<file path="src/rtl/spu_pkg.sv">
// Shared definitions for the SPU controller: opcodes, FSM state encodings and
// the register-file write mux / ALU select codes driven onto the datapath.
package spu_pkg;

    localparam logic [3:0] OP_LOAD  = 4'h0;
    localparam logic [3:0] OP_STORE = 4'h1;
    localparam logic [3:0] OP_ADD   = 4'h2;
    localparam logic [3:0] OP_LDC   = 4'h3;
    localparam logic [3:0] OP_SUB   = 4'h4;
    localparam logic [3:0] OP_JMPZ  = 4'h5;
    localparam logic [3:0] OP_HALT  = 4'h6;

    typedef enum logic [3:0] {
        ST_IDLE       = 4'd0,
        ST_FETCH      = 4'd1,
        ST_DECODE     = 4'd2,
        ST_LOAD       = 4'd3,
        ST_STORE      = 4'd4,
        ST_ALU        = 4'd5,
        ST_LDC        = 4'd6,
        ST_JMPZ       = 4'd7,
        ST_JMPZ_TAKEN = 4'd8,
        ST_HALT       = 4'd9,
        ST_TRAP       = 4'd10
    } state_e;

    localparam logic [1:0] RF_SEL_ALU  = 2'b00;
    localparam logic [1:0] RF_SEL_DM   = 2'b01;
    localparam logic [1:0] RF_SEL_LOAC = 2'b10;

    localparam logic [1:0] ALU_ADD = 2'b01;
    localparam logic [1:0] ALU_SUB = 2'b10;

    function automatic logic [3:0] ir_op(input logic [15:0] ir);
        return ir[15:12];
    endfunction

endpackage

</file>
<file path="src/rtl/spu_ack_timer.sv">
// Counts cycles a memory strobe has been held without an ack; expired_o marks
// the last cycle in which an ack is still accepted.
module spu_ack_timer #(
    parameter int ACK_TMO = 15
) (
    input  logic clk,
    input  logic rst,
    input  logic clear_i,
    input  logic count_en_i,
    output logic expired_o
);

    localparam int CW = (ACK_TMO < 2) ? 1 : $clog2(ACK_TMO);
    localparam logic [CW-1:0] LIMIT = CW'(ACK_TMO - 1);

    logic [CW-1:0] cnt_q;

    always_ff @(posedge clk) begin
        if (!rst || clear_i) begin
            cnt_q <= '0;
        end else if (count_en_i && !expired_o) begin
            cnt_q <= cnt_q + 1'b1;
        end
    end

    // cnt_q equals the number of already-elapsed unacked cycles
    assign expired_o = (cnt_q == LIMIT);

endmodule

</file>
<file path="src/rtl/spu_ctrl_p.sv">
// SPU control unit: fetch/decode/execute FSM driving instruction memory, data
// memory and register-file controls. Handshake: a strobe (im_rd, dm_rd, dm_wr)
// stays high until its ack is seen at a rising edge; that edge completes it.
module spu_ctrl_p
    import spu_pkg::*;
#(
    parameter int IM_AW   = 8,
    parameter int DM_AW   = 8,
    parameter int ACK_TMO = 15
) (
    input  logic             clk,
    input  logic             rst,
    input  logic             start,
    output logic             stop,
    output logic             trap,
    input  logic [15:0]      im_r_data,
    input  logic             im_ack,
    output logic [IM_AW-1:0] im_addr,
    output logic             im_rd,
    output logic [DM_AW-1:0] dm_addr,
    output logic             dm_rd,
    output logic             dm_wr,
    input  logic             dm_ack,
    output logic             rf_s1,
    output logic             rf_s0,
    output logic [3:0]       rf_w_addr,
    output logic [3:0]       rf_rp_addr,
    output logic [3:0]       rf_rq_addr,
    output logic             rf_w_wr,
    output logic             rf_rp_rd,
    output logic             rf_rq_rd,
    input  logic             rp_zero,
    output logic             alu_s1,
    output logic             alu_s0,
    output logic [7:0]       loac,
    output logic [3:0]       dbg_state_o
);

    typedef struct packed {
        logic             stop;
        logic             trap;
        logic             im_rd;
        logic             dm_rd;
        logic             dm_wr;
        logic [1:0]       rf_s;
        logic [3:0]       w_addr;
        logic [3:0]       rp_addr;
        logic [3:0]       rq_addr;
        logic             w_wr;
        logic             rp_rd;
        logic             rq_rd;
        logic [1:0]       alu;
        logic [7:0]       loac;
        logic [DM_AW-1:0] dm_addr;
    } ctrl_t;

    function automatic ctrl_t ctrl_for(input state_e s, input logic [15:0] ir);
        ctrl_t c;
        c = '0;
        case (s)
            ST_IDLE, ST_HALT: c.stop = 1'b1;
            ST_TRAP: begin
                c.stop = 1'b1;
                c.trap = 1'b1;
            end
            ST_FETCH: c.im_rd = 1'b1;
            ST_LOAD: begin
                c.dm_rd   = 1'b1;
                c.rf_s    = RF_SEL_DM;
                c.w_addr  = ir[11:8];
                c.dm_addr = ir[DM_AW-1:0];
            end
            ST_STORE: begin
                c.dm_wr   = 1'b1;
                c.rp_rd   = 1'b1;
                c.rp_addr = ir[11:8];
                c.dm_addr = ir[DM_AW-1:0];
            end
            ST_ALU: begin
                c.rp_rd   = 1'b1;
                c.rq_rd   = 1'b1;
                c.rp_addr = ir[7:4];
                c.rq_addr = ir[3:0];
                c.alu     = (ir_op(ir) == OP_SUB) ? ALU_SUB : ALU_ADD;
                c.rf_s    = RF_SEL_ALU;
                c.w_wr    = 1'b1;
                c.w_addr  = ir[11:8];
            end
            ST_LDC: begin
                c.loac   = ir[7:0];
                c.rf_s   = RF_SEL_LOAC;
                c.w_wr   = 1'b1;
                c.w_addr = ir[11:8];
            end
            ST_JMPZ: begin
                c.rp_rd   = 1'b1;
                c.rp_addr = ir[11:8];
            end
            default: ;
        endcase
        return c;
    endfunction

    state_e           state_q, state_d;
    logic [IM_AW-1:0] pc_q, pc_d;
    logic [15:0]      ir_q, ir_d;
    ctrl_t            ctrl_q;
    logic             wait_en;
    logic             ack_now;
    logic             expired;

    assign ack_now = (state_q == ST_FETCH) ? im_ack : dm_ack;

    spu_ack_timer #(
        .ACK_TMO(ACK_TMO)
    ) u_ack_timer (
        .clk       (clk),
        .rst       (rst),
        .clear_i   (!wait_en || ack_now),
        .count_en_i(wait_en && !ack_now),
        .expired_o (expired)
    );

    always_comb begin
        state_d = state_q;
        pc_d    = pc_q;
        ir_d    = ir_q;
        wait_en = 1'b0;
        case (state_q)
            ST_IDLE, ST_TRAP: begin
                if (start) begin
                    state_d = ST_FETCH;
                    pc_d    = '0;
                end
            end
            ST_HALT: begin
                if (start) state_d = ST_FETCH;
            end
            ST_FETCH: begin
                wait_en = 1'b1;
                if (im_ack) begin
                    ir_d    = im_r_data;
                    pc_d    = pc_q + 1'b1;
                    state_d = ST_DECODE;
                end else if (expired) begin
                    state_d = ST_TRAP;
                end
            end
            ST_DECODE: begin
                case (ir_op(ir_q))
                    OP_LOAD:        state_d = ST_LOAD;
                    OP_STORE:       state_d = ST_STORE;
                    OP_ADD, OP_SUB: state_d = ST_ALU;
                    OP_LDC:         state_d = ST_LDC;
                    OP_JMPZ:        state_d = ST_JMPZ;
                    OP_HALT:        state_d = ST_HALT;
                    default:        state_d = ST_TRAP;
                endcase
            end
            ST_LOAD, ST_STORE: begin
                wait_en = 1'b1;
                if (dm_ack) begin
                    state_d = ST_FETCH;
                end else if (expired) begin
                    state_d = ST_TRAP;
                end
            end
            ST_ALU, ST_LDC: state_d = ST_FETCH;
            ST_JMPZ: state_d = rp_zero ? ST_JMPZ_TAKEN : ST_FETCH;
            ST_JMPZ_TAKEN: begin
                // low IM_AW bits of the sign-extended offset suffice modulo 2^IM_AW
                pc_d    = pc_q + ir_q[IM_AW-1:0] - 1'b1;
                state_d = ST_FETCH;
            end
            default: state_d = ST_IDLE;
        endcase
    end

    always_ff @(posedge clk) begin
        if (!rst) begin
            state_q <= ST_IDLE;
            pc_q    <= '0;
            ir_q    <= '0;
            ctrl_q  <= ctrl_for(ST_IDLE, 16'h0000);
        end else begin
            state_q <= state_d;
            pc_q    <= pc_d;
            ir_q    <= ir_d;
            ctrl_q  <= ctrl_for(state_d, ir_d);
        end
    end

    assign stop        = ctrl_q.stop;
    assign trap        = ctrl_q.trap;
    assign im_addr     = pc_q;
    assign im_rd       = ctrl_q.im_rd;
    assign dm_addr     = ctrl_q.dm_addr;
    assign dm_rd       = ctrl_q.dm_rd;
    assign dm_wr       = ctrl_q.dm_wr;
    assign rf_s1       = ctrl_q.rf_s[1];
    assign rf_s0       = ctrl_q.rf_s[0];
    assign rf_w_addr   = ctrl_q.w_addr;
    assign rf_rp_addr  = ctrl_q.rp_addr;
    assign rf_rq_addr  = ctrl_q.rq_addr;
    // a LOAD writes the register file only in the cycle the read data is valid
    assign rf_w_wr     = ctrl_q.w_wr || (state_q == ST_LOAD && dm_ack);
    assign rf_rp_rd    = ctrl_q.rp_rd;
    assign rf_rq_rd    = ctrl_q.rq_rd;
    assign alu_s1      = ctrl_q.alu[1];
    assign alu_s0      = ctrl_q.alu[0];
    assign loac        = ctrl_q.loac;
    assign dbg_state_o = state_q;

endmodule

</file>
<file path="config.mk">
export PLATFORM = sky130hd
export DESIGN_NAME = spu_ctrl_p
export DESIGN_NICKNAME = d
export VERILOG_FILES = /design/src/rtl/spu_pkg.sv /design/src/rtl/spu_ack_timer.sv /design/src/rtl/spu_ctrl_p.sv
export SDC_FILE = /design/constraint.sdc
export NUM_CORES = 1
export LEC_CHECK = 0
export ABC_AREA = 1
export CELL_PAD_IN_SITES_DETAIL_PLACEMENT = 0
export CELL_PAD_IN_SITES_GLOBAL_PLACEMENT = 1
export CORE_AREA = 5 5 143 118
export DETAILED_ROUTE_END_ITERATION = 16
export DIE_AREA = 0 0 148 123
export GPL_TIMING_DRIVEN = 0
export HOLD_SLACK_MARGIN = 0.1
export PLACE_DENSITY_LB_ADDON = 0.12
export SYNTH_ARGS = -nofsm -noshare
export SYNTH_HDL_FRONTEND = slang
export SYNTH_HIERARCHICAL = 1
export SYNTH_SLANG_ARGS = --single-unit
</file>
<file path="constraint.sdc">
create_clock -name clk -period 2.34 [get_ports clk]
set_clock_uncertainty 0.05 [all_clocks]
set_input_delay 0.351 -clock clk [delete_from_list [all_inputs] [get_ports clk]]
set_output_delay 0.351 -clock clk [all_outputs]
set_load 0.05 [all_outputs]
</file>
==> results of run 1 <==
==> kinds of logic (layout without fill, tap and decap cells) <==
logic type	after synthesis	count (layout)	share of synthesized area, %
AO/OA/AOI/OAI	65	65	10.1
AND/OR/NAND/NOR	221	221	30.5
buffers and inverters	108	197	14.0
adder cells (fa/ha/maj)	17	17	5.90
XOR/XNOR	4	4	0.939
flip-flops	72	72	38.6
==> cell type report <==
cell class / instances / area (um2) / share of cell area, %
Tap cell: 193 / 241 / 4.81
Sequential cell: 72 / 1450 / 28.8
Buffer: 34 / 243 / 4.83
Multi-Input combinational cell: 307 / 1790 / 35.6
Clock inverter: 5 / 56.3 / 1.12
Timing Repair Buffer: 73 / 729 / 14.5
Clock buffer: 11 / 243 / 4.83
Inverter: 74 / 279 / 5.55
==> stage by stage <==
step,setup TNS [ns],total power [mW],utilization [%],std cells
floorplan,0,3.92,-,487
finish,0,6.13,32.8,769
CTS,0,6.22,32.6,769
global placement,-3.00,4.79,30.7,753
detailed placement,-3.31,4.78,30.7,753
global route,0,6.69,32.8,769
==> what timing repair did <==
item | CTS | global route
pin swaps | 0 | 1
hold buffers | 0 | 0
resized for setup | 1 | 8
buffers inserted | 0 | 0
setup endpoints to repair | 1 | 15
==> worst max-delay path by stage <==
stage | from | slack (ns) | cells past startpoint | end
2_1_floorplan | im_addr[4]$_SDFFE_PN0P_ | 0.007 | 11 | im_addr[5]$_SDFFE_PN0P_
3_3_place_gp | rst | -0.27 | 6 | rf_rp_addr[1]$_SDFF_PN0_
3_5_place_dp | rst | -0.25 | 6 | rf_rp_addr[3]$_SDFF_PN0_
4_1_cts | im_addr[1]$_SDFFE_PN0P_ | 0.04 | 12 | im_addr[5]$_SDFFE_PN0P_
5_1_grt | im_addr[1]$_SDFFE_PN0P_ | 0.009 | 12 | im_addr[5]$_SDFFE_PN0P_
6_report | dbg_state_o[1]$_SDFF_PN0_ | 0.17 | 5 | rf_w_wr
==> power by group through the flow <==
stage | Clock (mW) | Sequential (mW) | Combinational, mW
after floorplan | 0 | 1.92 | 2.00
after global placement | 0 | 1.61 | 3.18
after detailed placement | 0 | 1.61 | 3.17
after CTS | 1.44 | 1.58 | 3.19
after global routing | 1.50 | 1.62 | 3.57
final | 1.39 | 1.58 | 3.16
==> state kept, by name (all words and copies together) (netlist names) <==
signal             flops
alu_s0                 1
alu_s1                 1
ctrl_q                 1
dbg_state_o            4
dm_addr                8
dm_rd                  1
dm_wr                  1
im_addr                8
im_rd                  1
ir_q                  16
loac                   8
rf_rp_addr             4
rf_rp_rd               1
rf_rq_addr             4
rf_rq_rd               1
rf_s0                  1
rf_s1                  1
rf_w_addr              4
stop                   1
trap                   1
u_ack_timer/cnt_q      4
==> synth_stat cells, types with 2 or more instances <==
master / count
inv_1: 65
a21oi_1: 17
clkbuf_1: 4
o21ai_2: 3
buf_4: 28
nand2_4: 4
ha_1: 16
nor2_1: 66
nand3_1: 23
and2_1: 4
a211oi_1: 2
nor4_1: 2
nand4_1: 5
o22ai_1: 2
nor2_4: 5
a21boi_1: 4
nand2_1: 65
inv_2: 7
nor2_8: 3
o21ai_0: 21
o21ai_1: 7
nand2_2: 21
dfxtp_1: 72
or2_2: 3
nor2_2: 11
xor2_1: 4
a31oi_1: 4
nand3_2: 4
==> critical path, cell delays in order (launching register included) <==
cell	delay (ns)
dfxtp_1	0.50
nand2_1	0.10
clkinv_1	0.08
nand2_1	0.08
o21bai_1	0.14
dlygate4sd2_1	0.54
==> routing by layer <==
layer / GRT usage [%] / up-vias
met5: 0 / -
met4: 3.64 / 0
met3: 3.37 / 11
met2: 18.8 / 64
met1: 15.5 / 1485
li1: - / 1675
==> metrics.txt, run 1 <==
status completed; Int Pwr 3.34 mW; fin. max-slew vios 0; CTS sink count 72; initial antenna violation count 0; CP max FO 8; fillcell total around 1600; fin worst setup slack approximately 0.17 ns; met3 routed WL 558 um; Static Leakage between 2 and 2.5 nW; min-delay src u_ack_timer/cnt_q[3]$_SDFFE_PP0P_; Post-DP Area around 4700 um2; Inserted Clock Buffers 9; Slew @ Worst Pin 0.597 ns; clock input transition at the sequential cells of the worst setup and hold paths 0.06 ns; startpoint types flop; max layer used met4; Synth area leaders dfxtp_1 (39%), nor2_1 (6.6%), inv_1 (6.5%), nand2_1 (6.5%), buf_4 (5.6%); worst vdd ir ~0.47 mV; Comb pwr share around half; Synth Cell Area around 3700 um2; share of cells above drive strength 1 about a fifth; clock root cell clkbuf_16; First-pass DRT Iterations 4; vias post-DR about 3200; Hold Path Class reg2reg; initial drt markers 89; Total GRT Usage 11.8%; clock group share of total power between 20% and 30%; vias in the first global route around 3300; Initial Util between 20% and 30%; met1 wire length 4910 um; Mapped Cells slightly below 500; Die Y 123 um; number of flops mapped to enable cells by yosys 0; GPL Wtd Cong ~0.80; commonest cells after routing, fill and taps aside clkdlybuf4s50_1 (72), dfxtp_1 (70), nor2_1 (66), nand2_1 (65), inv_1 (64); cell area after layout between 5000 and 6000 um2; syn avg cell area 7.66 um2; Cells on Worst Hold Path 2; CTS tree done; R2R setup slack around 0.17 ns; Max clock buf depth 2; commonest non-fill, non-tap cell in the layout clkdlybuf4s50_1; row count 41; Area growth, synth to finish 34.7%; HPWL Detailed roughly 8000 um; Routed WL per cell roughly 13 um; Psw 2.79 mW; DP Worst Slack -0.253 ns; drt drc 0; Max Cap Viol 0; PD cells 1220 nW/um2; Fmax roughly 0.46 GHz; final-report setup violation count 0; Synth top area share 38.6%; net count after synthesis ~530; Flop pwr share ~26%; library cells used by synthesis 43; WL final between 10000 and 15000 um; Die ar. approximately 18000 um2; Fin. Hold Viols 0; Net count, final around 600; reg2reg path depth 12; Worst Hold End u_ack_timer/cnt_q[3]$_SDFFE_PP0P_; Worst Path Arrival approximately 1.8 ns; Tmin final around 2.2 ns; n_diodes 0; crit path kind reg2out; core region area between 15000 and 20000 um2; Top Ports 74; H-tree Lvls 3; Synth Register Bits 72; first-pass GRT wire length around 17000 um; ys async rst share 0%; sw frac 45.5%; width of the die about 150 um; Reg-to-Reg End im_addr[5]$_SDFFE_PN0P_; worst reg2reg startpoint im_addr[1]$_SDFFE_PN0P_; Req. time, crit path 1.94 ns; CP Capture Type output pin; Seq/Total Area, Yosys 38.6%; RSZ-0062 raised after global routing no; port bufs 73; worst hold slack around 0.46 ns; synth warn 6; Via density 4.21; Clock Latency Late Sink between 0.3 and 0.4 ns; global route overflow 0; max_slew headroom approximately 60%; metal2 WL between 4000 and 5000 um; Routed Antenna Nets 0; crit share post-route just over 90%; largest net degree at the start of global routing 13; post-synth top area cell dfxtp_1; top_reg_cell synth dfxtp_1
(Power assumes the default switching activity.)
==> run 2: changes to the inputs <==
- CTS_CLUSTER_SIZE: unset -> 28
- REMOVE_ABC_BUFFERS: unset -> 1
==> metrics.txt, run 2 (synthesis results as in run 1) <==
H-tree Lvls 3 (unchanged); Req. time, crit path 2.51 ns (was 1.94 ns); Static Leakage 2.07 nW (was 2.23 nW); GPL Wtd Cong 0.772 (was 0.800); Tmin final 2.19 ns (was 2.17 ns); Max clock buf depth 2 (unchanged); commonest cells after routing, fill and taps aside clkdlybuf4s50_1 (72), dfxtp_1 (71), nor2_1 (66), nand2_1 (65), inv_1 (63) (was clkdlybuf4s50_1 (72), dfxtp_1 (70), nor2_1 (66), nand2_1 (65), inv_1 (64)); startpoint types flop (unchanged); width of the die 148 um (unchanged); final-report setup violation count 0 (unchanged); fin util 31.5% (was 32.8%); Routed WL per cell 14.0 um (was 13.3 um); Die ar. 18200 um2 (unchanged); hold_buf cts 0 (unchanged); met1 usage 15.5% (about the same); PD cells 1290 nW/um2 (was 1220 nW/um2); CP Capture Type flop (was output pin); port bufs 73 (unchanged); vias in the first global route 3160 (was 3293); Net count, final 578 (was 610); Fin. Hold Viols 0 (unchanged); initial antenna violation count 0 (unchanged); vias post-DR 3049 (was 3235); CTS tree done (unchanged); first-pass GRT wire length 16400 um (was 16600 um); row count 41 (unchanged); Die Y 123 um (unchanged); largest stage delay on the critical path 0.38 ns (was 0.54 ns); max_slew headroom 57.7% (was 59.7%); Clock Latency Late Sink 0.34 ns (was 0.33 ns); Inserted Clock Buffers 9 (unchanged); status completed (unchanged); HPWL Detailed 7670 um (was 8070 um); fin. max-slew vios 0 (unchanged); Area growth, synth to finish 29.4% (was 34.7%); Cell Chain, Critical Path inv_1, ha_1, inv_1, ha_2, fa_2, nand3_1, nand2_1, or2_2, nand3_1, o21ai_0, nor2_1, a211oi_1 (was nand2_1, clkinv_1, nand2_1, o21bai_1, dlygate4sd2_1); drt drc 0 (unchanged); Hold Path Class reg2reg (unchanged); M3 GR Usage 3.88% (was 3.37%); commonest non-fill, non-tap cell in the layout clkdlybuf4s50_1 (unchanged); Slew @ Worst Pin 0.633 ns (was 0.597 ns); most flop-heavy register ir_q (unchanged); routing usage on met2 18.4% (was 18.8%); share of cells above drive strength 1 16.4% (was 20.5%); WL final 10300 um (was 10200 um); Pwr Total 6.25 mW (was 6.13 mW); core region area 15300 um2 (unchanged); clock input transition at the sequential cells of the worst setup and hold paths 0.06 ns (about the same); Routed Antenna Nets 0 (unchanged); crit path kind reg2reg (was reg2out); global route overflow 0 (unchanged); n_diodes 0 (unchanged); Total GRT Usage 11.8% (about the same); Crit-path slowest cell fa_2 (was dlygate4sd2_1); GR peak layer met2 (unchanged); Fmax 0.456 GHz (was 0.460 GHz); Worst Path Arrival 2.36 ns (was 1.77 ns); max reg flops 16 (unchanged); First-pass DRT Iterations 4 (unchanged); initial drt markers 112 (was 89); CP max FO 5 (was 8); Via density 4.14 (was 4.21); largest net degree at the start of global routing 28 (was 13); crit share post-route 93.7% (was 92.9%); Max Cap Viol 0 (unchanged); clock root cell clkbuf_16 (unchanged); Initial Util 24.3% (unchanged); Top Ports 74 (unchanged); worst vdd ir 0.437 mV (was 0.474 mV); RSZ-0062 raised after global routing no (unchanged); CTS sink count 72 (unchanged); R2R setup slack 0.15 ns (was 0.17 ns)
-- run 2: critical path: cells and delay by family, from the launching register on --
kind / cells / cell delay, ns
and+or+nand+nor: 5 / 0.59
buffers and inverters: 2 / 0.09
AOI/OAI and AO/OA: 2 / 0.13
DFF: 1 / 0.36
adders and majority gates: 3 / 0.85
-- run 2: cell type report --
cell class	instances	area, um2
Fill cell	1667	10500
Multi-Input combinational cell	307	1780
Sequential cell	72	1440
Timing Repair Buffer	74	733
Inverter	74	283
Clock buffer	12	246
Tap cell	193	241
Clock inverter	3	90.1
Timing Repair inverter	1	5.00
-- run 2: path summary, 6_finish.rpt --
check | startpoint | endpoint | depth (start not counted)
worst min-delay path | u_ack_timer/cnt_q[3]$_SDFFE_PP0P_ | u_ack_timer/cnt_q[3]$_SDFFE_PP0P_ | 2
worst min register to register | u_ack_timer/cnt_q[3]$_SDFFE_PP0P_ | u_ack_timer/cnt_q[3]$_SDFFE_PP0P_ | 2
worst max-delay path | im_addr[1]$_SDFFE_PN0P_ | im_addr[5]$_SDFFE_PN0P_ | 12
worst max register to register | im_addr[1]$_SDFFE_PN0P_ | im_addr[5]$_SDFFE_PN0P_ | 12
-- run 2: per-layer routing --
layer  part of all wire, %  vias to the layer above
met5                     0                        -
met3                   5.0                       15
met1                    49                     1371
met4                   1.6                        0
met2                    45                       54
li1                      -                     1609
-- run 2: report_power, final --
group / leakage (nW) / switching (mW) / internal, mW
registers: 0.584 / 0.171 / 1.42
clock network: 0.163 / 0.526 / 1.07
logic: 1.33 / 2.03 / 1.03
total: 2.07 / 2.73 / 3.51
-- run 2: timing repair --
| action | CTS | global route |
|---|---|---|
| resized for setup | 5 | 5 |
| endpoints found under the setup margin | 8 | 10 |
| pin swaps | 0 | 2 |
| setup buffers | 1 | 0 |
| gates cloned | 1 | 0 |
-- run 2: metrics by stage --
step | hold WS (ns) | setup TNS (ns) | cells | worst slack [ns] | cell area (um2)
after global placement | 0.453 | -3.46 | 719 | -0.460 | 4460
after global routing | 0.509 | 0 | 736 | 0.00768 | 4820
after detailed placement | 0.466 | -4.13 | 719 | -0.531 | 4460
after CTS | 0.473 | 0 | 736 | 0.00970 | 4820
final | 0.475 | 0 | 736 | 0.148 | 4820
after floorplan | 0.387 | -0.216 | 453 | -0.174 | 3490
